$ cat config.mk
export PLATFORM = sky130hd
export DESIGN_NAME = alu_result_stage_flat
export DESIGN_NICKNAME = d
export VERILOG_FILES = /design/src/rtl/alu_result_stage_pkg.sv /design/src/rtl/alu_result_stage_if.sv /design/src/rtl/alu_flag_gen.sv /design/src/rtl/alu_result_stage.sv /design/src/flat_wrapper.sv
export SDC_FILE = /design/constraint.sdc
export NUM_CORES = 1
export LEC_CHECK = 0
export ABC_CLOCK_PERIOD_IN_PS = 3820
export CAP_MARGIN = 20
export CORE_MARGIN = 1
export CORE_UTILIZATION = 53
export CTS_CLUSTER_DIAMETER = 120
export DETAILED_ROUTE_END_ITERATION = 16
export HOLD_SLACK_MARGIN = 0.15
export PLACE_DENSITY = 0.86
export SLEW_MARGIN = 40
export SYNTH_ARGS = -nofsm -noshare
export SYNTH_HDL_FRONTEND = slang
export SYNTH_HIERARCHICAL = 1
export SYNTH_SLANG_ARGS = --single-unit
$ cat constraint.sdc
create_clock -name clk -period 3.82 [get_ports clk]
set_clock_uncertainty 0.05 [all_clocks]
set_input_delay 0.764 -clock clk [delete_from_list [all_inputs] [get_ports clk]]
set_output_delay 0.764 -clock clk [all_outputs]
set_load 0.05 [all_outputs]
$ cat src/rtl/alu_result_stage_pkg.sv
// Shared ALU opcodes, flag bit indices and FIFO entry type.
// Imported by the flag generator, the interface and the result stage.
package alu_pkg;

  localparam logic [3:0] OP_ADD  = 4'b0000;
  localparam logic [3:0] OP_SUB  = 4'b0001;
  localparam logic [3:0] OP_AND  = 4'b0010;
  localparam logic [3:0] OP_OR   = 4'b0011;
  localparam logic [3:0] OP_XOR  = 4'b0100;
  localparam logic [3:0] OP_SHL  = 4'b0101;
  localparam logic [3:0] OP_SHR  = 4'b0110;
  localparam logic [3:0] OP_LAST = 4'b0110;

  localparam int FLG_Z   = 0;
  localparam int FLG_N   = 1;
  localparam int FLG_C   = 2;
  localparam int FLG_V   = 3;
  localparam int FLG_ILL = 4;
  localparam int FLAG_W  = 5;

  typedef struct packed {
    logic [15:0]       result;
    logic [FLAG_W-1:0] flags;
  } entry_t;

endpackage

$ cat src/rtl/alu_result_stage_if.sv
// Upstream (a/b/op/result) and downstream (result/flags) handshakes.
// slave: result stage view; master: producer/consumer view.
interface alu_result_stage_if;
  import alu_pkg::*;

  logic              in_valid;
  logic              in_ready;
  logic [15:0]       a;
  logic [15:0]       b;
  logic [3:0]        op;
  logic [15:0]       result_in;
  logic              out_valid;
  logic              out_ready;
  logic [15:0]       result_out;
  logic [FLAG_W-1:0] flags_out;

  modport slave (
    input  in_valid, a, b, op, result_in,
    input  out_ready,
    output in_ready, out_valid,
    output result_out, flags_out
  );

  modport master (
    output in_valid, a, b, op, result_in,
    output out_ready,
    input  in_ready, out_valid,
    input  result_out, flags_out
  );

endinterface

$ cat src/rtl/alu_flag_gen.sv
// Combinational status flags {ILL,V,C,N,Z} for one ALU result.
// Ports: a, b, op, r in; flags out.
module alu_flag_gen
  import alu_pkg::*;
(
  input  logic [15:0]       a,
  input  logic [15:0]       b,
  input  logic [3:0]        op,
  input  logic [15:0]       r,
  output logic [FLAG_W-1:0] flags
);

  logic c_add;

  assign c_add = (17'(a) + 17'(b)) >= 17'h10000;

  always_comb begin
    flags = '0;
    flags[FLG_Z]   = (r == 16'h0000);
    flags[FLG_N]   = r[15];
    flags[FLG_ILL] = (op > OP_LAST);
    unique case (1'b1)
      (op == OP_ADD): begin
        flags[FLG_C] = c_add;
        flags[FLG_V] = (a[15] == b[15])
                    && (r[15] != a[15]);
      end
      (op == OP_SUB): begin
        flags[FLG_C] = (a < b);
        flags[FLG_V] = (a[15] != b[15])
                    && (r[15] != a[15]);
      end
      (op == OP_SHL): flags[FLG_C] = a[15];
      (op == OP_SHR): flags[FLG_C] = a[0];
      default: ;
    endcase
  end

endmodule

$ cat src/rtl/alu_result_stage.sv
// Registered ALU result stage: flags at push, DEPTH-entry FIFO, counters.
// Ports: clk, rst_n, io (slave), op_count, ill_count.
module alu_result_stage
  import alu_pkg::*;
#(
  parameter int DEPTH = 2,
  parameter int CNT_W = 16
) (
  input  logic             clk,
  input  logic             rst_n,
  alu_result_stage_if.slave io,
  output logic [CNT_W-1:0] op_count,
  output logic [CNT_W-1:0] ill_count
);

  localparam int PW = $clog2(DEPTH);

  entry_t            mem [DEPTH];
  entry_t            head;
  logic [PW-1:0]     wptr;
  logic [PW-1:0]     rptr;
  logic [PW:0]       cnt;
  logic              full;
  logic              empty;
  logic              push;
  logic              pop;
  logic [FLAG_W-1:0] flags;

  alu_flag_gen u_flags (
    .a     (io.a),
    .b     (io.b),
    .op    (io.op),
    .r     (io.result_in),
    .flags (flags)
  );

  assign full  = (cnt == (PW+1)'(DEPTH));
  assign empty = (cnt == '0);
  // Ready depends only on stored state, never on out_ready.
  assign push  = io.in_valid && !full;
  assign pop   = io.out_ready && !empty;

  assign io.in_ready  = !full;
  assign io.out_valid = !empty;

  assign head          = mem[rptr];
  assign io.result_out = empty ? '0 : head.result;
  assign io.flags_out  = empty ? '0 : head.flags;

  always_ff @(posedge clk) begin
    if (push) begin
      mem[wptr] <= '{result: io.result_in,
                     flags:  flags};
    end
  end

  always_ff @(posedge clk or negedge rst_n) begin
    if (!rst_n) begin
      wptr <= '0;
      rptr <= '0;
      cnt  <= '0;
    end else begin
      if (push) wptr <= wptr + 1'b1;
      if (pop)  rptr <= rptr + 1'b1;
      if (push && !pop)      cnt <= cnt + 1'b1;
      else if (pop && !push) cnt <= cnt - 1'b1;
    end
  end

  always_ff @(posedge clk or negedge rst_n) begin
    if (!rst_n) begin
      op_count  <= '0;
      ill_count <= '0;
    end else if (push) begin
      if (op_count != '1)
        op_count <= op_count + 1'b1;
      if (flags[FLG_ILL] && ill_count != '1)
        ill_count <= ill_count + 1'b1;
    end
  end

endmodule
$ cat src/flat_wrapper.sv
// flat-port wrapper written by rule: the top's interface ports become plain ports
module alu_result_stage_flat import alu_pkg::*;
#(
  parameter int DEPTH = 2,
  parameter int CNT_W = 16
)
  (clk, rst_n, op_count, ill_count, io_in_valid, io_a, io_b, io_op, io_result_in, io_out_ready, io_in_ready, io_out_valid, io_result_out, io_flags_out);
  alu_result_stage_if io_i ();
  input  logic clk;
  input  logic rst_n;
  output logic [CNT_W-1:0] op_count;
  output logic [CNT_W-1:0] ill_count;
  input wire logic [$bits(io_i.in_valid)-1:0] io_in_valid;
  input wire logic [$bits(io_i.a)-1:0] io_a;
  input wire logic [$bits(io_i.b)-1:0] io_b;
  input wire logic [$bits(io_i.op)-1:0] io_op;
  input wire logic [$bits(io_i.result_in)-1:0] io_result_in;
  input wire logic [$bits(io_i.out_ready)-1:0] io_out_ready;
  output wire logic [$bits(io_i.in_ready)-1:0] io_in_ready;
  output wire logic [$bits(io_i.out_valid)-1:0] io_out_valid;
  output wire logic [$bits(io_i.result_out)-1:0] io_result_out;
  output wire logic [$bits(io_i.flags_out)-1:0] io_flags_out;
  assign io_i.in_valid = io_in_valid;
  assign io_i.a = io_a;
  assign io_i.b = io_b;
  assign io_i.op = io_op;
  assign io_i.result_in = io_result_in;
  assign io_i.out_ready = io_out_ready;
  assign io_in_ready = io_i.in_ready;
  assign io_out_valid = io_i.out_valid;
  assign io_result_out = io_i.result_out;
  assign io_flags_out = io_i.flags_out;
  alu_result_stage #(.DEPTH(DEPTH), .CNT_W(CNT_W)) u_core (.clk(clk), .rst_n(rst_n), .io(io_i), .op_count(op_count), .ill_count(ill_count));
endmodule
==> results.cfg, run 1 <==
[clocking]
cts_hold_buffers = 0
clkLatencyLatePin_ns = 0.34
cts_buffer_depth = 2
cts_max_level = 3
cts_tree = yes
clkTransAtPathRegs_ns = 0.08
post_cts_resize_count = 0
cts_buffers = 9
clock_sinks = 78
clockRootBuffer = clkbuf_8
post_cts_buffers = 0

[routing]
vias = 3195
wl_per_cell_um = 14.9
drt-initial-drc-count = 91
drt_wl_total_um = 8800
vias_per_cell = 5.41
ant_nets = 0
drtPass1Iterations = 5
post-route-drc-count = 0

[run]
maxCapViolCount = 0

[global_routing]
grt_pass1_vias = 3177
grtUsageTotal_pct = 21.9
grt_pass1_wl_um = 14400
grt-ovfl-total = 0
grt_max_degree = 37
antenna_found_initial = 0

[sta]
fmaxAchievable_mhz = 338
slew_viol_final = 0
rsz0062_at_grt = no
hold_viol_final = 0
relSlewSlack_pct = 65.0
whs_ns = 0.436
timing.final.crit_period_ns = 2.95
setup_violations = 0
period_share_pct = 77.3
worst_slew_pin_slew_ns = 0.524
tns_ns = 0

[cells_and_area]
final_nets = 573
drive_gt1_share_pct = 8.38
areaGrowthSynthToFinish_pct = 33.5
final_common_cell = clkdlybuf4s50_1
fin_area_um2 = 5740
diodes = 0
mostFrequentLayoutCells = 110 x clkdlybuf4s50_1, 42 x edfxtp_1, 36 x dfrtp_1, 34 x nor2_1, 33 x ha_1

[floorplan]
rows = 32
die_area_um2 = 8480
chipHeight_um = 92.1
coreArea_um2 = 7810
initial_core_util_pct = 55.1
ios = 111
dieWidth_um = 92.1

[place]
gp_congestion = 0.843
hpwl_um = 6630
placed_area_um2 = 5520
numPortBuffers = 110

[logic_synthesis]
ys_ff_latch = 78
yosysUniqueCellTypes = 56
synthCells = 366
synth_flop_cell = edfxtp_1
ys_seq_area_share_pct = 50.3
synth-warning-count = 6
synth.cell_area_um2 = 4300
syn_nets = 455
synth.avg_cell_area_um2 = 11.8
synth-edff-count = 42
synth-async-reset-ratio_pct = 46.2

[setup_path]
crit_path_end_kind = output pin
crit_chain = buf_4 -> mux2i_1 -> nor2_1 -> clkdlybuf4s50_1
cp.arrival_ns = 2.14
crit_path_top_delay_cell = clkdlybuf4s50_1
critPathMaxStageDelay_ns = 0.83
critPathMaxFanout = 22
critPathLaunchType = flip-flop
required_ns = 3.01
crit_type = reg2out

[power_and_ir_drop]
p_per_area_nw_per_um2 = 658
ir_worst_vdd_mv = 0.375
total_leakage_power_nw = 2.40
p_total_w = 0.00378

[worst_hold_path]
hold_path_class = reg2reg

[status]
status = complete, no violations
worst max-delay path: cells and delay by family (launching register included):
family                 cells  cell delay (ns)
and+or+nand+nor            1             0.14
buffers and inverters      2             1.18
muxes                      1             0.13
DFF                        1             0.33
state kept, by name (all words and copies together), names as in the netlist:
name,flops
u_core/mem,42
u_core/ill_count,16
u_core/op_count,16
u_core/cnt,2
u_core/rptr,1
u_core/wptr,1
path summary, 6_finish.rpt:
| check | startpoint | slack (ns) | cells after the start | end |
|---|---|---|---|---|
| worst max-delay path | u_core/rptr | 0.87 | 4 | io_flags_out[3] |
| worst min-delay path | u_core/cnt[1] | 0.44 | 1 | u_core/cnt[1] |
| worst max register to register | u_core/cnt[0] | 1.88 | 8 | u_core/cnt[1] |
| worst min register to register | u_core/cnt[1] | 0.44 | 1 | u_core/cnt[1] |
| max in group asynchronous | rst_n | 2.61 | 2 | u_core/cnt[0] |
| min in group asynchronous | rst_n | 0.78 | 2 | u_core/ill_count[7] |
cells by family (layout without fill, tap and decap cells):
family | Yosys count | in the layout | synth area share, %
fa+ha+maj | 33 | 33 | 9.60
buf+inv | 29 | 152 | 2.85
simple gates | 131 | 131 | 18.6
mux | 24 | 24 | 5.76
compound gates | 37 | 37 | 6.02
xor+xnor | 34 | 34 | 6.92
flops | 78 | 78 | 50.3
area by class of cell:
type	count	area [um2]
flip-flops and latches	78	2160
clock inverters	7	96.3
inverters	22	82.6
repair buffers	114	1130
fillers	541	2060
well taps	102	128
clock buffers	9	124
multi-input cells	259	2020
routing by layer:
| metal | vias up | track usage, % | share of wire, % |
|---|---|---|---|
| met3 | 12 | 4.48 | 4.8 |
| met5 | - | 0 | 0 |
| li1 | 1566 | - | - |
| met2 | 96 | 38.3 | 52 |
| met1 | 1521 | 26.2 | 42 |
| met4 | 0 | 9.11 | 1.6 |
through the flow:
stage / cells / utilization, % / worst slack (ns)
after floorplan: 366 / - / 1.43
after global placement: 575 / 70.7 / 1.13
after detailed placement: 575 / 70.8 / 1.07
after CTS: 591 / 73.6 / 0.844
after global routing: 591 / 73.6 / 0.768
final: 591 / 73.6 / 0.866
cells in the mapped netlist, types with 4 or more instances:
cell | n | area share, %
and4_1 | 4 | 0.81
inv_1 | 21 | 1.8
xor2_1 | 16 | 3.3
nand3_1 | 14 | 1.6
nor2b_1 | 5 | 0.73
xnor2_1 | 18 | 3.7
o21ai_0 | 4 | 0.47
nor3_1 | 7 | 0.81
o211ai_1 | 4 | 0.70
a211oi_1 | 4 | 0.70
nand2_1 | 14 | 1.2
edfxtp_1 | 42 | 29
a21oi_1 | 13 | 1.5
nor2_1 | 35 | 3.1
ha_1 | 33 | 9.6
dfrtp_1 | 36 | 21
nand4_1 | 10 | 1.5
and3_1 | 5 | 0.73
nor4_1 | 10 | 1.5
mux2i_1 | 21 | 4.9
where the power goes:
group	internal (W)	switching [W]	total, W
Combinational	0.000651	0.00123	0.00188
Sequential	0.00109	0.000137	0.00123
Clock	0.000370	0.000303	0.000673
Total	0.00212	0.00167	0.00378
Power figures use the tool's default switching activity.
==> inputs of run 2 (changes only) <==
--- a/config.mk
+++ b/config.mk
@@ -5,14 +5,14 @@
 export SDC_FILE = /design/constraint.sdc
 export NUM_CORES = 1
 export LEC_CHECK = 0
-export ABC_CLOCK_PERIOD_IN_PS = 3820
+export ABC_CLOCK_PERIOD_IN_PS = 3000
 export CAP_MARGIN = 20
 export CORE_MARGIN = 1
-export CORE_UTILIZATION = 53
+export CORE_UTILIZATION = 49
 export CTS_CLUSTER_DIAMETER = 120
 export DETAILED_ROUTE_END_ITERATION = 16
 export HOLD_SLACK_MARGIN = 0.15
-export PLACE_DENSITY = 0.86
+export PLACE_DENSITY = 0.8
 export SLEW_MARGIN = 40
 export SYNTH_ARGS = -nofsm -noshare
 export SYNTH_HDL_FRONTEND = slang
==> constraint.sdc (replaced) <==
create_clock -name clk -period 3 [get_ports clk]
set_clock_uncertainty 0.05 [all_clocks]
set_input_delay 0.6 -clock clk [delete_from_list [all_inputs] [get_ports clk]]
set_output_delay 0.6 -clock clk [all_outputs]
set_load 0.05 [all_outputs]
==> run 2 against run 1 <==
Final area fell by 1.4%. Sequential power rose by 28%. Highest routed layer unchanged. Cell count rose by 0.68%. Non-clock buffer count rose by 1. Via count fell by 0.22%.
==> results.cfg, run 2 (synthesized netlist as in run 1, its figures left out) <==
[sta]
worst_slew_pin_slew_ns = 0.516
rsz0062_at_grt = no
hold_viol_final = 0
setup_violations = 0
relSlewSlack_pct = 65.5
tns_ns = 0
period_share_pct = 85.1
slew_viol_final = 0
timing.final.crit_period_ns = 2.55
fmaxAchievable_mhz = 392

[setup_path]
r2r-start = u_core/cnt[0]
critPathLaunchType = flip-flop
crit_chain = nor2b_2 -> inv_2 -> clkdlybuf4s50_1
crit_path_top_delay_cell = clkdlybuf4s50_1
r2r-end = u_core/cnt[1]
reg2reg_slack_ns = 1.12
crit_path_end_kind = output pin
reg2reg_depth = 7
critPathMaxStageDelay_ns = 0.83
path_delay_family = buffers and inverters
crit_buf_inv = 2
cp.arrival_ns = 1.90
required_ns = 2.35
crit_type = reg2out
critPathMaxFanout = 6

[power_and_ir_drop]
p_per_area_nw_per_um2 = 816
total_leakage_power_nw = 2.42
ir_worst_vdd_mv = 0.754

[worst_hold_path]
hold_path_class = reg2reg
worstHoldStart = u_core/ill_count[11]
holdPathStages = 1
holdPathEnd = u_core/ill_count[11]

[routing]
vias_per_cell = 5.36
vias = 3188
ant_nets = 0
drt-initial-drc-count = 118
wl_per_cell_um = 14.4
drtPass1Iterations = 4
post-route-drc-count = 0
drt_wl_total_um = 8540

[clocking]
clockRootBuffer = clkbuf_8
cts_buffers = 9
clock_sinks = 78
clkTransAtPathRegs_ns = 0.08
post_cts_buffers = 0
cts_hold_buffers = 0
cts_max_level = 3
cts_buffer_depth = 2
clkLatencyLatePin_ns = 0.34
post_cts_resize_count = 0
cts_tree = yes

[cells_and_area]
top_regs = u_core/mem (42), u_core/ill_count (16), u_core/op_count (16)
regMostFlops = u_core/mem
fin_util_pct = 67.9
final_common_cell = clkdlybuf4s50_1
mostFrequentLayoutCells = 88 x clkdlybuf4s50_1, 42 x edfxtp_1, 36 x dfrtp_1, 34 x nor2_1, 33 x ha_1
diodes = 0
areaGrowthSynthToFinish_pct = 31.7
final_nets = 574
nFillCells = 627
drive_gt1_share_pct = 12.7
largest_reg_flops = 42

[global_routing]
antenna_found_initial = 0
grt_pass1_wl_um = 14200
grt-ovfl-total = 0
grtUsageTotal_pct = 20.2
grt_max_degree = 37
grt_pass1_vias = 3153

[floorplan]
rows = 33
dieWidth_um = 95.7
die_area_um2 = 9160
ios = 111
coreArea_um2 = 8340
chipHeight_um = 95.7
initial_core_util_pct = 51.6

[place]
numPortBuffers = 110
hpwl_um = 6500
gp_congestion = 0.845

[status]
status = complete, no violations

[run]
maxCapViolCount = 0
run 2: how the worst max path moves through the flow:
stage                             start  depth (start not counted)          endpoint
after floorplan           u_core/cnt[1]                          4  u_core/mem[0][0]
after global placement          io_b[5]                          8  u_core/mem[0][2]
after global routing      u_core/cnt[1]                          3       io_in_ready
after detailed placement        io_b[5]                          8  u_core/mem[0][2]
after CTS                 u_core/cnt[1]                          3       io_in_ready
final                     u_core/cnt[1]                          3       io_in_ready
run 2: layout make-up:
type / instances / area, um2 / area share (%)
sequential: 78 / 2160 / 38.2
multi-input combinational: 259 / 2020 / 35.6
timing repair buffer: 115 / 1080 / 19.1
clock buffer: 13 / 170 / 3.00
tap: 105 / 131 / 2.32
inverter: 22 / 82.6 / 1.46
clock inverter: 3 / 16.3 / 0.287
run 2: worst reg2reg max path, cell delays in order, from the launching register on:
cell and delay, ns:
dfrtp_1 0.43, nor2b_2 0.25, inv_2 0.12, nand2_1 0.21, inv_1 0.13, ha_1 0.34
nor2_1 0.14, xor2_1 0.15
run 2: stage by stage:
stage / cells / cell area, um2 / setup WS, ns / power (W) / hold slack, ns
after floorplan: 366 / 4300 / 0.613 / 0.00318 / 0.254
after global placement: 579 / 5480 / 0.478 / 0.00389 / 0.424
after detailed placement: 579 / 5480 / 0.445 / 0.00394 / 0.433
after CTS: 595 / 5670 / 0.424 / 0.00467 / 0.448
after global routing: 595 / 5670 / 0.360 / 0.00487 / 0.471
final: 595 / 5670 / 0.447 / 0.00462 / 0.448
run 2: layer usage:
metal	wire, um	GRT usage [%]	share of wire [%]
met1	3760	24.8	44
met2	4230	35.2	49
met3	482	5.13	5.6
met4	76	5.97	0.89
met5	0	0	0
run 2: power breakdown:
| part | leakage [nW] | internal (W) | total, W | switching (W) |
|---|---|---|---|---|
| clock network | 0.0989 | 0.000372 | 0.000725 | 0.000352 |
| logic | 1.46 | 0.000771 | 0.00233 | 0.00156 |
| registers | 0.865 | 0.00139 | 0.00157 | 0.000175 |
| total | 2.42 | 0.00254 | 0.00462 | 0.00208 |
==> inputs of run 3 (changes only) <==
--- a/config.mk
+++ b/config.mk
@@ -5,14 +5,15 @@
 export SDC_FILE = /design/constraint.sdc
 export NUM_CORES = 1
 export LEC_CHECK = 0
-export ABC_CLOCK_PERIOD_IN_PS = 3000
+export ABC_AREA = 1
+export ABC_CLOCK_PERIOD_IN_PS = 3150
 export CAP_MARGIN = 20
 export CORE_MARGIN = 1
-export CORE_UTILIZATION = 49
+export CORE_UTILIZATION = 55
 export CTS_CLUSTER_DIAMETER = 120
 export DETAILED_ROUTE_END_ITERATION = 16
 export HOLD_SLACK_MARGIN = 0.15
-export PLACE_DENSITY = 0.8
+export PLACE_DENSITY = 0.87
 export SLEW_MARGIN = 40
 export SYNTH_ARGS = -nofsm -noshare
 export SYNTH_HDL_FRONTEND = slang
==> constraint.sdc (replaced) <==
create_clock -name clk -period 3.15 [get_ports clk]
set_clock_uncertainty 0.05 [all_clocks]
set_input_delay 0.63 -clock clk [delete_from_list [all_inputs] [get_ports clk]]
set_output_delay 0.63 -clock clk [all_outputs]
set_load 0.05 [all_outputs]
==> run 3 against run 2 <==
Combinational power about the same. Wire length increased by 24%. First-iteration DRC count increased by 120%. Total power increased by 2.0%. Synthesized cell count increased by 57%. Largest cell class is now multi-input combinational cells.
==> results.cfg, run 3 <==
[global_routing]
grt_pass1_wl_um = 16800
grt_pass1_vias = 3855
grtUsageTotal_pct = 24.3
grt-ovfl-total = 0
grt_max_degree = 37
antenna_found_initial = 0

[cells_and_area]
top_regs = u_core/mem (42), u_core/ill_count (16), u_core/op_count (16)
drive_gt1_share_pct = 10.8
final_nets = 779
mostFrequentLayoutCells = 217 x nand2_1, 89 x clkdlybuf4s50_1, 55 x inv_1, 46 x nor2_1, 42 x edfxtp_1
final_common_cell = nand2_1
regMostFlops = u_core/mem
areaGrowthSynthToFinish_pct = 29.8
finalNonFillerCells = 800
diodes = 0
largest_reg_flops = 42

[floorplan]
initial_core_util_pct = 57.0
die_area_um2 = 8930
ios = 111
chipHeight_um = 94.5
coreArea_um2 = 8260
rows = 33
dieWidth_um = 94.5

[run]
maxCapViolCount = 0

[routing]
route.met2.wl_um = 5390
post-route-drc-count = 0
wl_per_cell_um = 13.2
vias_per_cell = 5.18
wl_met1_um = 4500
drt_wl_total_um = 10600
drtPass1Iterations = 5
vias = 4145
ant_nets = 0
top_layer = met4
drt-initial-drc-count = 260
dr_wl_met3_um = 577

[sta]
tns_ns = 0
fmaxAchievable_mhz = 372
relSlewSlack_pct = 64.2
period_share_pct = 85.3
hold_viol_final = 0
timing.final.crit_period_ns = 2.69
slew_viol_final = 0
setup_violations = 0
whs_ns = 0.187
rsz0062_at_grt = no
worst_slew_pin_slew_ns = 0.535

[setup_path]
reg2reg_depth = 7
critPathLaunchType = flip-flop
crit_type = reg2out
reg2reg_slack_ns = 1.23
r2r-end = u_core/cnt[1]
critPathMaxFanout = 7
required_ns = 2.47
cp.arrival_ns = 2.01
r2r-start = u_core/cnt[0]
crit_path_end_kind = output pin

[logic_synthesis]
synth_flop_cell = edfxtp_1
yosys.area.top_type = edfxtp_1
synthMuxAreaShare_pct = 0
synth-edff-count = 42
synth_compound_area_share_pct = 5.45
yosysUniqueCellTypes = 37
synthSimpleGateAreaFrac_pct = 30.3
synth.cell_area_um2 = 4710
synth-adder-area-share_pct = 8.77
syn_nets = 663
synth.avg_cell_area_um2 = 8.20
synth_top_family_by_area = simple AND/OR/NAND/NOR gates
ys_seq_area_share_pct = 45.9
synthCells = 574
synth.most_common_cell = nand2_1
synthTopCellsByArea = edfxtp_1 27%, dfrtp_1 19%, nand2_1 17%
synth-warning-count = 6
synth-xor-area-share_pct = 2.98
synthTopCellsByCount = 217 x nand2_1, 55 x inv_1, 48 x nor2_1
synth-async-reset-ratio_pct = 46.2
netlist.area_leader.share_pct = 26.8
ys_ff_latch = 78

[clocking]
clkTransAtPathRegs_ns = 0.08
clock_sinks = 78
cts_tree = yes
cts_buffers = 9
clockRootBuffer = clkbuf_8
cts_hold_buffers = 0
post_cts_buffers = 0
post_cts_resize_count = 0
clkLatencyLatePin_ns = 0.35
cts_buffer_depth = 2
cts_max_level = 3

[worst_hold_path]
hold_path_class = in2async

[place]
dp.cells = 784
hpwl_um = 7940
gp_congestion = 0.839
numPortBuffers = 110

[power_and_ir_drop]
p_per_area_nw_per_um2 = 771
total_leakage_power_nw = 2.75
ir_worst_vdd_mv = 0.412

[status]
status = complete, no violations
-- run 3: changes by cell type after synthesis, sizes merged, moves of 6 or more --
| cell | delta |
|---|---|
| xnor2 | -9 |
| nand4 | -6 |
| nor2b | -6 |
| nand2 | +211 |
| mux2i | -21 |
| o21ai | +8 |
| nor2 | +20 |
| a21oi | +20 |
| inv | +40 |
| xor2 | -9 |
| nor4 | -7 |
-- run 3: worst max-delay path by stage --
stage,cells after the start,endpoint,slack [ns],startpoint
3_3_place_gp,8,u_core/ill_count[15],0.70,io_op[0]
6_report,3,io_out_valid,0.46,u_core/cnt[0]
2_1_floorplan,4,io_flags_out[0],0.87,u_core/rptr
4_1_cts,3,io_out_valid,0.44,u_core/cnt[0]
5_1_grt,3,io_out_valid,0.30,u_core/cnt[0]
3_5_place_dp,10,u_core/mem[1][2],0.65,io_b[15]
-- run 3: kinds of logic (layout without fill, tap and decap cells) --
family,count (synthesis),count (layout)
and+or+nand+nor,324,324
AOI/OAI and AO/OA,49,49
adders and majority gates,33,33
DFF,78,78
xor gates and xnor gates,16,16
buffers and inverters,74,195
-- run 3: stage by stage --
step	power, W	cell area (um2)	worst slack [ns]	util [%]
after CTS	0.00474	6110	0.436	74.0
after global placement	0.00378	5860	0.700	71.0
after global routing	0.00497	6110	0.302	74.0
final	0.00471	6110	0.463	74.0
after detailed placement	0.00384	5860	0.646	71.0
after floorplan	0.00308	4710	0.869	-
-- run 3: final cells by class --
| cell class | instances | area, um2 |
|---|---|---|
| clock buffer | 9 | 124 |
| clock inverter | 7 | 119 |
| fill | 608 | 2150 |
| inverter | 63 | 240 |
| multi-input combinational | 422 | 2240 |
| sequential | 78 | 2160 |
| tap | 105 | 131 |
| timing repair buffer | 116 | 1090 |
-- run 3: metal layers --
layer	vias to the layer above	global-route usage [%]
li1	2072	-
met1	1926	29.7
met2	135	43.7
met3	12	5.15
met4	0	5.93
met5	-	0
-- run 3: worst max-delay path: stages (launching register included) --
cell	delay, ns
dfrtp_1	0.43
nor2_1	0.39
inv_1	0.12
clkdlybuf4s50_1	0.72
-- run 3: power breakdown --
part	internal, W	total, W	switching (W)
clock	0.000529	0.000898	0.000369
combinational	0.000713	0.00231	0.00160
sequential	0.00132	0.00150	0.000181
total	0.00256	0.00471	0.00215
